## config.mk

```make
export PLATFORM = sky130hd
export DESIGN_NAME = game_ctrl_gen_flat
export DESIGN_NICKNAME = d
export VERILOG_FILES = /design/src/rtl/game_ctrl_gen_pkg.sv /design/src/rtl/game_ctrl_gen_if.sv /design/src/rtl/game_ctrl_gen_bolt_pool.sv /design/src/rtl/game_ctrl_gen.sv /design/src/flat_wrapper.sv
export SDC_FILE = /design/constraint.sdc
export NUM_CORES = 1
export LEC_CHECK = 0
export BUFFER_PORTS_ARGS = -buffer_cell sky130_fd_sc_hd__buf_2
export CORE_MARGIN = 4
export CORE_UTILIZATION = 50
export DETAILED_ROUTE_END_ITERATION = 8
export PLACE_DENSITY = 0.76
export SYNTH_ARGS = -nofsm -noshare
export SYNTH_HDL_FRONTEND = slang
export SYNTH_HIERARCHICAL = 1
export SYNTH_SLANG_ARGS = --single-unit
```

## constraint.sdc

```tcl
create_clock -name clk -period 16.75 [get_ports clk]
set_input_delay 2.5125 -clock clk [delete_from_list [all_inputs] [get_ports clk]]
set_output_delay 2.5125 -clock clk [all_outputs]
set_load 0.02 [all_outputs]
```

## src/rtl/game_ctrl_gen_pkg.sv

```systemverilog
// Shared types and helpers for the game controller.
//   state_t    : game FSM state, encoded as the gameSt output code
//   SND_*      : sound event codes driven on sndCode
//   ROW_W/COL_W: widths of the invader grid row/column indices
//   low_free() : index of the lowest clear bit in a slot busy vector
package game_pkg;

   typedef enum logic [2:0] {
      ST_START = 3'd0,
      ST_INIT  = 3'd1,
      ST_PLAY  = 3'd2,
      ST_CLEAR = 3'd3,
      ST_END   = 3'd4
   } state_t;

   localparam logic [3:0] SND_NONE = 4'd0;
   localparam logic [3:0] SND_INV  = 4'd1;
   localparam logic [3:0] SND_BOSS = 4'd2;
   localparam logic [3:0] SND_PLR  = 4'd3;
   localparam logic [3:0] SND_LVL  = 4'd4;

   localparam int ROW_W    = 4;
   localparam int COL_W    = 5;
   localparam int SLOT_W   = 3;
   localparam int SLOT_MAX = 8;

   // Scans from the top so the last write is the lowest free index.
   function automatic logic [SLOT_W-1:0] low_free(input logic [SLOT_MAX-1:0] busy);
      logic [SLOT_W-1:0] idx;
      idx = '0;
      for (int i = SLOT_MAX - 1; i >= 0; i--) begin
         if (!busy[i]) idx = SLOT_W'(i);
      end
      return idx;
   endfunction

endpackage

```

## src/rtl/game_ctrl_gen_if.sv

```systemverilog
// Bundle of every non-clock signal between the game controller and its
// neighbours (keyboard/timing sources, object drawing blocks).
//   master : the side that drives keys, ticks and pixel requests
//   slave  : the controller itself
interface game_ctrl_gen_if #(
   parameter int INV_ROWS = 8,
   parameter int INV_COLS = 16,
   parameter int BTP_MAX  = 4,
   parameter int BTI_MAX  = 4,
   parameter int SCORE_W  = 12
);
   logic                         spcKey;
   logic                         srtFrm;
   logic                         secTick;
   logic                         shotTick;
   logic [7:0]                   rndNum;
   logic                         plrReq;
   logic                         invReq;
   logic [3:0]                   invRow;
   logic [4:0]                   invCol;
   logic                         invFloor;
   logic                         bossReq;
   logic [BTP_MAX-1:0]           btpReq;
   logic [BTI_MAX-1:0]           btiReq;
   logic [BTP_MAX-1:0]           btpTop;
   logic [BTI_MAX-1:0]           btiBot;

   logic [2:0]                   gameSt;
   logic                         plrExs;
   logic [INV_ROWS*INV_COLS-1:0] invExs;
   logic                         bossExs;
   logic [BTP_MAX-1:0]           btpExs;
   logic [BTI_MAX-1:0]           btiExs;
   logic                         btiLoad;
   logic [3:0]                   btiRow;
   logic [4:0]                   btiCol;
   logic [SCORE_W-1:0]           score;
   logic [2:0]                   lives;
   logic [2:0]                   level;
   logic                         stgMsg;
   logic                         edgMsg;
   logic                         win;
   logic [3:0]                   sndCode;

   modport master (
      output spcKey, srtFrm, secTick, shotTick, rndNum, plrReq, invReq,
             invRow, invCol, invFloor, bossReq, btpReq, btiReq, btpTop, btiBot,
      input  gameSt, plrExs, invExs, bossExs, btpExs, btiExs, btiLoad,
             btiRow, btiCol, score, lives, level, stgMsg, edgMsg, win, sndCode
   );

   modport slave (
      input  spcKey, srtFrm, secTick, shotTick, rndNum, plrReq, invReq,
             invRow, invCol, invFloor, bossReq, btpReq, btiReq, btpTop, btiBot,
      output gameSt, plrExs, invExs, bossExs, btpExs, btiExs, btiLoad,
             btiRow, btiCol, score, lives, level, stgMsg, edgMsg, win, sndCode
   );
endinterface

```

## src/rtl/game_ctrl_gen_bolt_pool.sv

```systemverilog
// Pool of N bolt slots.
//   i_claim   : take the lowest free slot on the next edge (ignored when full)
//   i_release : per-slot free request, applied on the next edge
//   i_clear   : free every slot
//   o_busy    : slot occupancy
//   o_idx     : slot a claim would take this cycle
//   o_ok      : at least one slot is free
module bolt_pool
   import game_pkg::*;
#(
   parameter int N = 4
) (
   input  logic              clk,
   input  logic              resetN,
   input  logic              i_claim,
   input  logic [N-1:0]      i_release,
   input  logic              i_clear,
   output logic [N-1:0]      o_busy,
   output logic [SLOT_W-1:0] o_idx,
   output logic              o_ok
);

   logic [N-1:0]        r_busy;
   logic [SLOT_MAX-1:0] w_busy_pad;

   // Slots above N read as busy so the search never lands on them.
   always_comb begin
      w_busy_pad         = '1;
      w_busy_pad[N-1:0]  = r_busy;
   end

   assign o_idx  = low_free(w_busy_pad);
   assign o_ok   = ~&r_busy;
   assign o_busy = r_busy;

   // A slot freed this cycle is not offered to a claim until the next one.
   always_ff @(posedge clk or negedge resetN) begin
      if (!resetN) begin
         r_busy <= '0;
      end else if (i_clear) begin
         r_busy <= '0;
      end else begin
         r_busy <= (r_busy & ~i_release) |
                   ((i_claim && o_ok) ? (N'(1) << o_idx) : '0);
      end
   end

endmodule

```

## src/rtl/game_ctrl_gen.sv

```systemverilog
// Space Invaders game controller: game FSM, invader alive-grid, bolt slot
// pools, per-frame hit accounting, saturating score, lives and level.
// Ports:
//   clk, resetN : clock, asynchronous active-low reset
//   bus         : game_ctrl_gen_if.slave (keys, ticks, pixel requests in;
//                 state, object enables, bolt load, score/lives/level,
//                 message and sound codes out)
//
// state | meaning
// ------+--------------------------------------------------------------
// START | start message shown, waiting for space
// INIT  | grid refilled, bolts cleared, waiting INIT_SECS seconds
// PLAY  | game running, hits latched and committed on each frame start
// CLEAR | level cleared, bolts cleared, waiting one second
// END   | end message shown, score held, waiting for space
module game_ctrl_gen
   import game_pkg::*;
#(
   parameter int INV_ROWS   = 8,
   parameter int INV_COLS   = 16,
   parameter int BTP_MAX    = 4,
   parameter int BTI_MAX    = 4,
   parameter int PLR_LIVES  = 3,
   parameter int BOSS_LIVES = 20,
   parameter int SCORE_STEP = 5,
   parameter int SCORE_W    = 12,
   parameter int LVL_MAX    = 7,
   parameter int INIT_SECS  = 1
) (
   input  logic            clk,
   input  logic            resetN,
   game_ctrl_gen_if.slave  bus
);

   localparam int GRID  = INV_ROWS * INV_COLS;
   localparam int IDX_W = (GRID > 1) ? $clog2(GRID) : 1;
   localparam int CNT_W = $clog2(GRID + 1);
   localparam logic [SCORE_W-1:0] SCORE_MAX = '1;

   state_t             r_state, w_state_nx;
   logic               r_spc_d;
   logic [SCORE_W-1:0] r_score, w_score_nx;
   logic [2:0]         r_lives, w_lives_nx;
   logic [2:0]         r_level, w_level_nx;
   logic [5:0]         r_boss_lives, w_boss_nx;
   logic [GRID-1:0]    r_grid, w_grid_nx;
   logic               r_win, w_win_nx;
   logic [3:0]         r_snd, w_snd_nx;
   logic [7:0]         r_timer, w_timer_nx;

   logic               r_pend_inv, r_pend_boss, r_pend_plr;
   logic [IDX_W-1:0]   r_pend_idx;

   logic               r_bti_load;
   logic [ROW_W-1:0]   r_bti_row;
   logic [COL_W-1:0]   r_bti_col;

   logic               w_play, w_spc_rise, w_hit_en, w_inv_valid, w_plr_hit;
   logic [BTP_MAX-1:0] w_inv_hits, w_boss_hits;
   logic [BTI_MAX-1:0] w_plr_bolt_hits;
   logic [IDX_W-1:0]   w_inv_idx, w_shot_idx;
   logic [ROW_W-1:0]   w_shot_row;
   logic [COL_W-1:0]   w_shot_col;
   logic               w_fire, w_bti_ok;
   logic [SLOT_W-1:0]  w_btp_idx, w_bti_idx;
   logic [CNT_W-1:0]   w_alive;
   logic [31:0]        w_score_sum;

   assign w_play     = (r_state == ST_PLAY);
   assign w_spc_rise = bus.spcKey & ~r_spc_d;

   // Hits arriving in the commit cycle are not latched, so nothing is lost
   // between commit and the next frame's accounting.
   assign w_hit_en    = w_play & ~bus.srtFrm;
   assign w_inv_valid = bus.invReq && (int'(bus.invRow) < INV_ROWS) &&
                        (int'(bus.invCol) < INV_COLS);
   assign w_inv_idx   = IDX_W'(int'(bus.invRow) * INV_COLS + int'(bus.invCol));

   // Only the first invader kill of a frame frees its bolt.
   assign w_inv_hits      = bus.btpReq & {BTP_MAX{w_hit_en & w_inv_valid & ~r_pend_inv}};
   assign w_boss_hits     = bus.btpReq & {BTP_MAX{w_hit_en & bus.bossReq}};
   assign w_plr_bolt_hits = bus.btiReq & {BTI_MAX{w_hit_en & bus.plrReq}};
   assign w_plr_hit       = w_hit_en & bus.plrReq & ((|bus.btiReq) | bus.bossReq);

   assign w_shot_row = ROW_W'(int'(bus.rndNum[7:4]) % INV_ROWS);
   assign w_shot_col = COL_W'(int'(bus.rndNum[3:0]) % INV_COLS);
   assign w_shot_idx = IDX_W'(int'(w_shot_row) * INV_COLS + int'(w_shot_col));
   assign w_fire     = w_play & bus.shotTick & r_grid[w_shot_idx] & w_bti_ok;

   always_comb begin
      w_alive = '0;
      for (int i = 0; i < GRID; i++) w_alive = w_alive + CNT_W'(r_grid[i]);
   end

   bolt_pool #(.N(BTP_MAX)) u_btp_pool (
      .clk       (clk),
      .resetN    (resetN),
      .i_claim   (w_play & w_spc_rise),
      .i_release (bus.btpTop | w_inv_hits | w_boss_hits),
      .i_clear   (~w_play),
      .o_busy    (bus.btpExs),
      .o_idx     (w_btp_idx),
      .o_ok      ()
   );

   bolt_pool #(.N(BTI_MAX)) u_bti_pool (
      .clk       (clk),
      .resetN    (resetN),
      .i_claim   (w_fire),
      .i_release (bus.btiBot | w_plr_bolt_hits),
      .i_clear   (~w_play),
      .o_busy    (bus.btiExs),
      .o_idx     (w_bti_idx),
      .o_ok      (w_bti_ok)
   );

   always_ff @(posedge clk or negedge resetN) begin
      if (!resetN) begin
         r_pend_inv  <= 1'b0;
         r_pend_boss <= 1'b0;
         r_pend_plr  <= 1'b0;
         r_pend_idx  <= '0;
         r_bti_load  <= 1'b0;
         r_bti_row   <= '0;
         r_bti_col   <= '0;
         r_spc_d     <= 1'b0;
      end else begin
         r_spc_d    <= bus.spcKey;
         r_bti_load <= w_fire;
         if (w_fire) begin
            r_bti_row <= w_shot_row;
            r_bti_col <= w_shot_col;
         end
         if (bus.srtFrm) begin
            r_pend_inv  <= 1'b0;
            r_pend_boss <= 1'b0;
            r_pend_plr  <= 1'b0;
         end else begin
            if (|w_inv_hits) begin
               r_pend_inv <= 1'b1;
               r_pend_idx <= w_inv_idx;
            end
            if (|w_boss_hits) r_pend_boss <= 1'b1;
            if (w_plr_hit)    r_pend_plr  <= 1'b1;
         end
      end
   end

   always_ff @(posedge clk or negedge resetN) begin
      if (!resetN) begin
         r_state      <= ST_START;
         r_score      <= '0;
         r_lives      <= 3'(PLR_LIVES);
         r_level      <= 3'd1;
         r_boss_lives <= '0;
         r_grid       <= '0;
         r_win        <= 1'b0;
         r_snd        <= SND_NONE;
         r_timer      <= '0;
      end else begin
         r_state      <= w_state_nx;
         r_score      <= w_score_nx;
         r_lives      <= w_lives_nx;
         r_level      <= w_level_nx;
         r_boss_lives <= w_boss_nx;
         r_grid       <= w_grid_nx;
         r_win        <= w_win_nx;
         r_snd        <= w_snd_nx;
         r_timer      <= w_timer_nx;
      end
   end

   always_comb begin
      w_state_nx  = r_state;
      w_score_nx  = r_score;
      w_lives_nx  = r_lives;
      w_level_nx  = r_level;
      w_boss_nx   = r_boss_lives;
      w_grid_nx   = r_grid;
      w_win_nx    = r_win;
      w_snd_nx    = r_snd;
      w_timer_nx  = r_timer;
      w_score_sum = 32'(r_score) + (r_pend_inv  ? 32'(SCORE_STEP)     : 32'd0)
                                 + (r_pend_boss ? 32'(4 * SCORE_STEP) : 32'd0);

      // A sound code lives exactly one frame.
      if (bus.srtFrm) w_snd_nx = SND_NONE;

      case (r_state)
         ST_START: begin
            if (w_spc_rise) begin
               w_state_nx = ST_INIT;
               w_score_nx = '0;
               w_lives_nx = 3'(PLR_LIVES);
               w_level_nx = 3'd1;
               w_boss_nx  = 6'(BOSS_LIVES);
               w_win_nx   = 1'b0;
               w_timer_nx = 8'(INIT_SECS);
            end
         end
         ST_INIT: begin
            w_grid_nx = '1;
            if (bus.secTick) begin
               if (r_timer <= 8'd1) w_state_nx = ST_PLAY;
               else                 w_timer_nx = r_timer - 8'd1;
            end
         end
         ST_PLAY: begin
            if (bus.srtFrm) begin
               if (r_pend_inv) w_grid_nx[r_pend_idx] = 1'b0;
               w_score_nx = (w_score_sum > 32'(SCORE_MAX)) ? SCORE_MAX
                                                          : SCORE_W'(w_score_sum);
               if (r_pend_boss && r_boss_lives != 6'd0) w_boss_nx  = r_boss_lives - 6'd1;
               if (r_pend_plr  && r_lives != 3'd0)      w_lives_nx = r_lives - 3'd1;
               if (r_pend_plr)       w_snd_nx = SND_PLR;
               else if (r_pend_boss) w_snd_nx = SND_BOSS;
               else if (r_pend_inv)  w_snd_nx = SND_INV;

               // Exits look at the post-commit values, so a last-life hit
               // outranks a grid clear in the same frame.
               if (w_lives_nx == 3'd0 || bus.invFloor) begin
                  w_state_nx = ST_END;
                  w_win_nx   = 1'b0;
               end else if (w_grid_nx == '0) begin
                  w_snd_nx = SND_LVL;
                  if (int'(r_level) == LVL_MAX) begin
                     w_state_nx = ST_END;
                     w_win_nx   = 1'b1;
                  end else begin
                     w_state_nx = ST_CLEAR;
                     w_level_nx = r_level + 3'd1;
                  end
               end
            end
         end
         ST_CLEAR: begin
            if (bus.secTick) begin
               w_state_nx = ST_INIT;
               w_timer_nx = 8'(INIT_SECS);
            end
         end
         ST_END: begin
            if (w_spc_rise) w_state_nx = ST_START;
         end
         default: w_state_nx = ST_START;
      endcase
   end

   assign bus.gameSt  = r_state;
   assign bus.plrExs  = w_play;
   assign bus.invExs  = r_grid;
   assign bus.bossExs = w_play && (int'(w_alive) * 4 < GRID * 3) && (r_boss_lives != 6'd0);
   assign bus.btiLoad = r_bti_load;
   assign bus.btiRow  = r_bti_row;
   assign bus.btiCol  = r_bti_col;
   assign bus.score   = r_score;
   assign bus.lives   = r_lives;
   assign bus.level   = r_level;
   assign bus.stgMsg  = (r_state == ST_START);
   assign bus.edgMsg  = (r_state == ST_END);
   assign bus.win     = r_win;
   assign bus.sndCode = r_snd;

endmodule

```

## src/flat_wrapper.sv

```systemverilog
// flat-port wrapper written by rule: the top's interface ports become plain ports
module game_ctrl_gen_flat import game_pkg::*;
#(
   parameter int INV_ROWS   = 8,
   parameter int INV_COLS   = 16,
   parameter int BTP_MAX    = 4,
   parameter int BTI_MAX    = 4,
   parameter int PLR_LIVES  = 3,
   parameter int BOSS_LIVES = 20,
   parameter int SCORE_STEP = 5,
   parameter int SCORE_W    = 12,
   parameter int LVL_MAX    = 7,
   parameter int INIT_SECS  = 1
)
  (clk, resetN, bus_spcKey, bus_srtFrm, bus_secTick, bus_shotTick, bus_rndNum, bus_plrReq, bus_invReq, bus_invRow, bus_invCol, bus_invFloor, bus_bossReq, bus_btpReq, bus_btiReq, bus_btpTop, bus_btiBot, bus_gameSt, bus_plrExs, bus_invExs, bus_bossExs, bus_btpExs, bus_btiExs, bus_btiLoad, bus_btiRow, bus_btiCol, bus_score, bus_lives, bus_level, bus_stgMsg, bus_edgMsg, bus_win, bus_sndCode);
  game_ctrl_gen_if #(.INV_ROWS(INV_ROWS), .INV_COLS(INV_COLS), .BTP_MAX(BTP_MAX), .BTI_MAX(BTI_MAX), .SCORE_W(SCORE_W)) bus_i ();
  input  logic clk;
  input  logic resetN;
  input wire logic [$bits(bus_i.spcKey)-1:0] bus_spcKey;
  input wire logic [$bits(bus_i.srtFrm)-1:0] bus_srtFrm;
  input wire logic [$bits(bus_i.secTick)-1:0] bus_secTick;
  input wire logic [$bits(bus_i.shotTick)-1:0] bus_shotTick;
  input wire logic [$bits(bus_i.rndNum)-1:0] bus_rndNum;
  input wire logic [$bits(bus_i.plrReq)-1:0] bus_plrReq;
  input wire logic [$bits(bus_i.invReq)-1:0] bus_invReq;
  input wire logic [$bits(bus_i.invRow)-1:0] bus_invRow;
  input wire logic [$bits(bus_i.invCol)-1:0] bus_invCol;
  input wire logic [$bits(bus_i.invFloor)-1:0] bus_invFloor;
  input wire logic [$bits(bus_i.bossReq)-1:0] bus_bossReq;
  input wire logic [$bits(bus_i.btpReq)-1:0] bus_btpReq;
  input wire logic [$bits(bus_i.btiReq)-1:0] bus_btiReq;
  input wire logic [$bits(bus_i.btpTop)-1:0] bus_btpTop;
  input wire logic [$bits(bus_i.btiBot)-1:0] bus_btiBot;
  output wire logic [$bits(bus_i.gameSt)-1:0] bus_gameSt;
  output wire logic [$bits(bus_i.plrExs)-1:0] bus_plrExs;
  output wire logic [$bits(bus_i.invExs)-1:0] bus_invExs;
  output wire logic [$bits(bus_i.bossExs)-1:0] bus_bossExs;
  output wire logic [$bits(bus_i.btpExs)-1:0] bus_btpExs;
  output wire logic [$bits(bus_i.btiExs)-1:0] bus_btiExs;
  output wire logic [$bits(bus_i.btiLoad)-1:0] bus_btiLoad;
  output wire logic [$bits(bus_i.btiRow)-1:0] bus_btiRow;
  output wire logic [$bits(bus_i.btiCol)-1:0] bus_btiCol;
  output wire logic [$bits(bus_i.score)-1:0] bus_score;
  output wire logic [$bits(bus_i.lives)-1:0] bus_lives;
  output wire logic [$bits(bus_i.level)-1:0] bus_level;
  output wire logic [$bits(bus_i.stgMsg)-1:0] bus_stgMsg;
  output wire logic [$bits(bus_i.edgMsg)-1:0] bus_edgMsg;
  output wire logic [$bits(bus_i.win)-1:0] bus_win;
  output wire logic [$bits(bus_i.sndCode)-1:0] bus_sndCode;
  assign bus_i.spcKey = bus_spcKey;
  assign bus_i.srtFrm = bus_srtFrm;
  assign bus_i.secTick = bus_secTick;
  assign bus_i.shotTick = bus_shotTick;
  assign bus_i.rndNum = bus_rndNum;
  assign bus_i.plrReq = bus_plrReq;
  assign bus_i.invReq = bus_invReq;
  assign bus_i.invRow = bus_invRow;
  assign bus_i.invCol = bus_invCol;
  assign bus_i.invFloor = bus_invFloor;
  assign bus_i.bossReq = bus_bossReq;
  assign bus_i.btpReq = bus_btpReq;
  assign bus_i.btiReq = bus_btiReq;
  assign bus_i.btpTop = bus_btpTop;
  assign bus_i.btiBot = bus_btiBot;
  assign bus_gameSt = bus_i.gameSt;
  assign bus_plrExs = bus_i.plrExs;
  assign bus_invExs = bus_i.invExs;
  assign bus_bossExs = bus_i.bossExs;
  assign bus_btpExs = bus_i.btpExs;
  assign bus_btiExs = bus_i.btiExs;
  assign bus_btiLoad = bus_i.btiLoad;
  assign bus_btiRow = bus_i.btiRow;
  assign bus_btiCol = bus_i.btiCol;
  assign bus_score = bus_i.score;
  assign bus_lives = bus_i.lives;
  assign bus_level = bus_i.level;
  assign bus_stgMsg = bus_i.stgMsg;
  assign bus_edgMsg = bus_i.edgMsg;
  assign bus_win = bus_i.win;
  assign bus_sndCode = bus_i.sndCode;
  game_ctrl_gen #(.INV_ROWS(INV_ROWS), .INV_COLS(INV_COLS), .BTP_MAX(BTP_MAX), .BTI_MAX(BTI_MAX), .PLR_LIVES(PLR_LIVES), .BOSS_LIVES(BOSS_LIVES), .SCORE_STEP(SCORE_STEP), .SCORE_W(SCORE_W), .LVL_MAX(LVL_MAX), .INIT_SECS(INIT_SECS)) u_core (.clk(clk), .resetN(resetN), .bus(bus_i));
endmodule
```

==> qor.csv <==
metric,value,unit
Hold Path Depth,1,
largest net degree at the start of global routing,119,
status,finished clean,
final setup vio count,0,
via count,12200,
cells on worst reg2reg path,7,
post-CTS sizing,0,
WL final,49.0,mm
Die X,173,um
CTS tree,done,
CTS Buf Count,17,
DP Cell Count,1873,
setup TNS,0,ps
Sink Count,195,
WS Path Type,flop to output pin,
DRC violations left,0,
DR vias/cell,6.38,
global-route wire length before repair,74.9,mm
Post-CTS Setup Inserts,0,
hpwl dp,35.3,mm
RSZ-0062 raised after global routing,false,
GP Congestion,1.04,
Max Clock Freq,0.0914,GHz
Hold Crit Class,flop to flop,
Static Leak,6.60,nW
vias in the first global route,12100,
Syn Inst Count,1390,
Layout area overhead,13.4,%
"Avg Cell Area, Syn",9.78,sq um
Least-Margin Pin Slew,1090,ps
Rel. slew slack,26.8,%
htree depth,4,
port bufs,215,
Antenna diodes,0,
post-route clock period utilization,65.3,%
"commonest non-fill, non-tap cell in the layout",o21ai_0,
global-route usage over all layers,32.7,%
WP data arrival,8430,ps
# hold bufs at CTS,0,
PwrDens,90.7,mW/mm^2
drt first pass iters,6,
peak supply drop,0.109,mV
Period minus WS final,10940,ps
Finished Layout Cells,1905,
Critical Path RT,14240,ps
core box area,0.0269,sq mm
crit end category,output pin,
synthesized cell area,0.0136,sq mm
crit path max fanout,5,
layout cells sized above 1,20.1,%
DR WL/cell,25.7,um
Initial Util,50.6,%
Max Cap Violations,0,
Worst-Skew Late Latency,460,ps
row count,60,
Ys Warns,6,
clk buf depth,2,
nets,1749,
clock skew,15.1,ps
Final Hold Fails,0,
die footprint,0.0299,sq mm
root buffer cell,clkbuf_16,
grt total ovfl,0,
Final Max Slew Viols,0,
"Reg clk slew, reported paths",70,ps
Die Height,173,um
Detail Route Antenna Nets,0,
Startpoint Class,flop,
initial antenna violation count,3,
Ports,219,
"commonest non-fill, non-tap cells in the layout","261 x o21ai_0, 214 x buf_2, 192 x dfrtp_1",
DR iter-0 viols,1616,
-- final cells by class --
| type | instances | area [sq um] |
|---|---|---|
| Clock buffer | 19 | 443 |
| Clock inverter | 13 | 161 |
| Fill cell | 2384 | 11500 |
| Inverter | 189 | 709 |
| Multi-Input combinational cell | 926 | 7650 |
| Sequential cell | 195 | 4880 |
| Tap cell | 341 | 427 |
| Timing Repair Buffer | 222 | 1140 |
-- worst paths after layout --
kind                                  startpoint                     to  slack, ps
max                        u_core/bus.invExs[79]            bus_bossExs       5810
min                         u_core/bus.btiCol[0]   u_core/bus.btiCol[0]        500
max reg2reg                 u_core/r_pend_idx[6]                   flop      12560
min reg2reg                 u_core/bus.btiCol[0]   u_core/bus.btiCol[0]        500
max in group asynchronous                 resetN  u_core/bus.invExs[93]      12970
min in group asynchronous                 resetN  u_core/bus.invExs[84]       2170
-- per-stage QoR --
step                hold slack (ps)  setup WS (ps)  utilization (%)  power (mW)  area (sq um)
floorplan                       483           6920                -       0.835         13600
detailed placement              486           6350             55.1       0.966         14800
global placement                467           6430             55.1       0.951         14800
CTS                             506           5870             57.3        1.39         15400
global route                    513           5510             57.3        1.46         15400
finish                          504           5810             57.3        1.40         15400
-- registers in the layout, summed over array words and instances (netlist names), 3 cells and up, named ones only --
signal / count
u_core/bus.invExs: 128
u_core/bus.score: 12
u_core/r_timer: 8
u_core/r_pend_idx: 7
u_core/r_boss_lives: 6
u_core/bus.btiCol: 4
u_core/u_bti_pool/o_busy: 4
u_core/u_btp_pool/o_busy: 4
u_core/bus.btiRow: 3
u_core/bus.gameSt: 3
u_core/bus.level: 3
u_core/bus.lives: 3
-- worst max-delay path: stages, from the launching register on --
cell and delay (ps):
dfrtp_1 550, inv_1 140, fa_1 520, inv_1 60
fa_1 370, fa_1 470, fa_1 530, inv_1 60
fa_1 580, fa_1 540, inv_1 50, fa_1 470
fa_1 540, inv_1 50, fa_1 510, fa_1 550
inv_1 50, ha_1 280, a31o_2 240, a21o_1 180
a21o_1 170, a21oi_1 360, nand2b_1 100, a21oi_1 160
o2111a_1 270, buf_2 200
-- where the power goes --
part	total [mW]	internal, mW	leakage, nW	switching (mW)
Clock	0.429	0.219	0.299	0.210
Sequential	0.586	0.514	1.99	0.0714
Combinational	0.382	0.125	4.31	0.257
Total	1.40	0.858	6.60	0.539
-- metal layers --
metal | part of all wire [%] | routed length [um] | GRT usage [%]
met3 | 12 | 5910 | 8.83
met4 | 4.6 | 2240 | 13.8
met1 | 37 | 18200 | 43.7
met5 | 0.069 | 34 | 0
met2 | 46 | 22600 | 50.9
No activity file was read; power rests on OpenSTA's default activity.
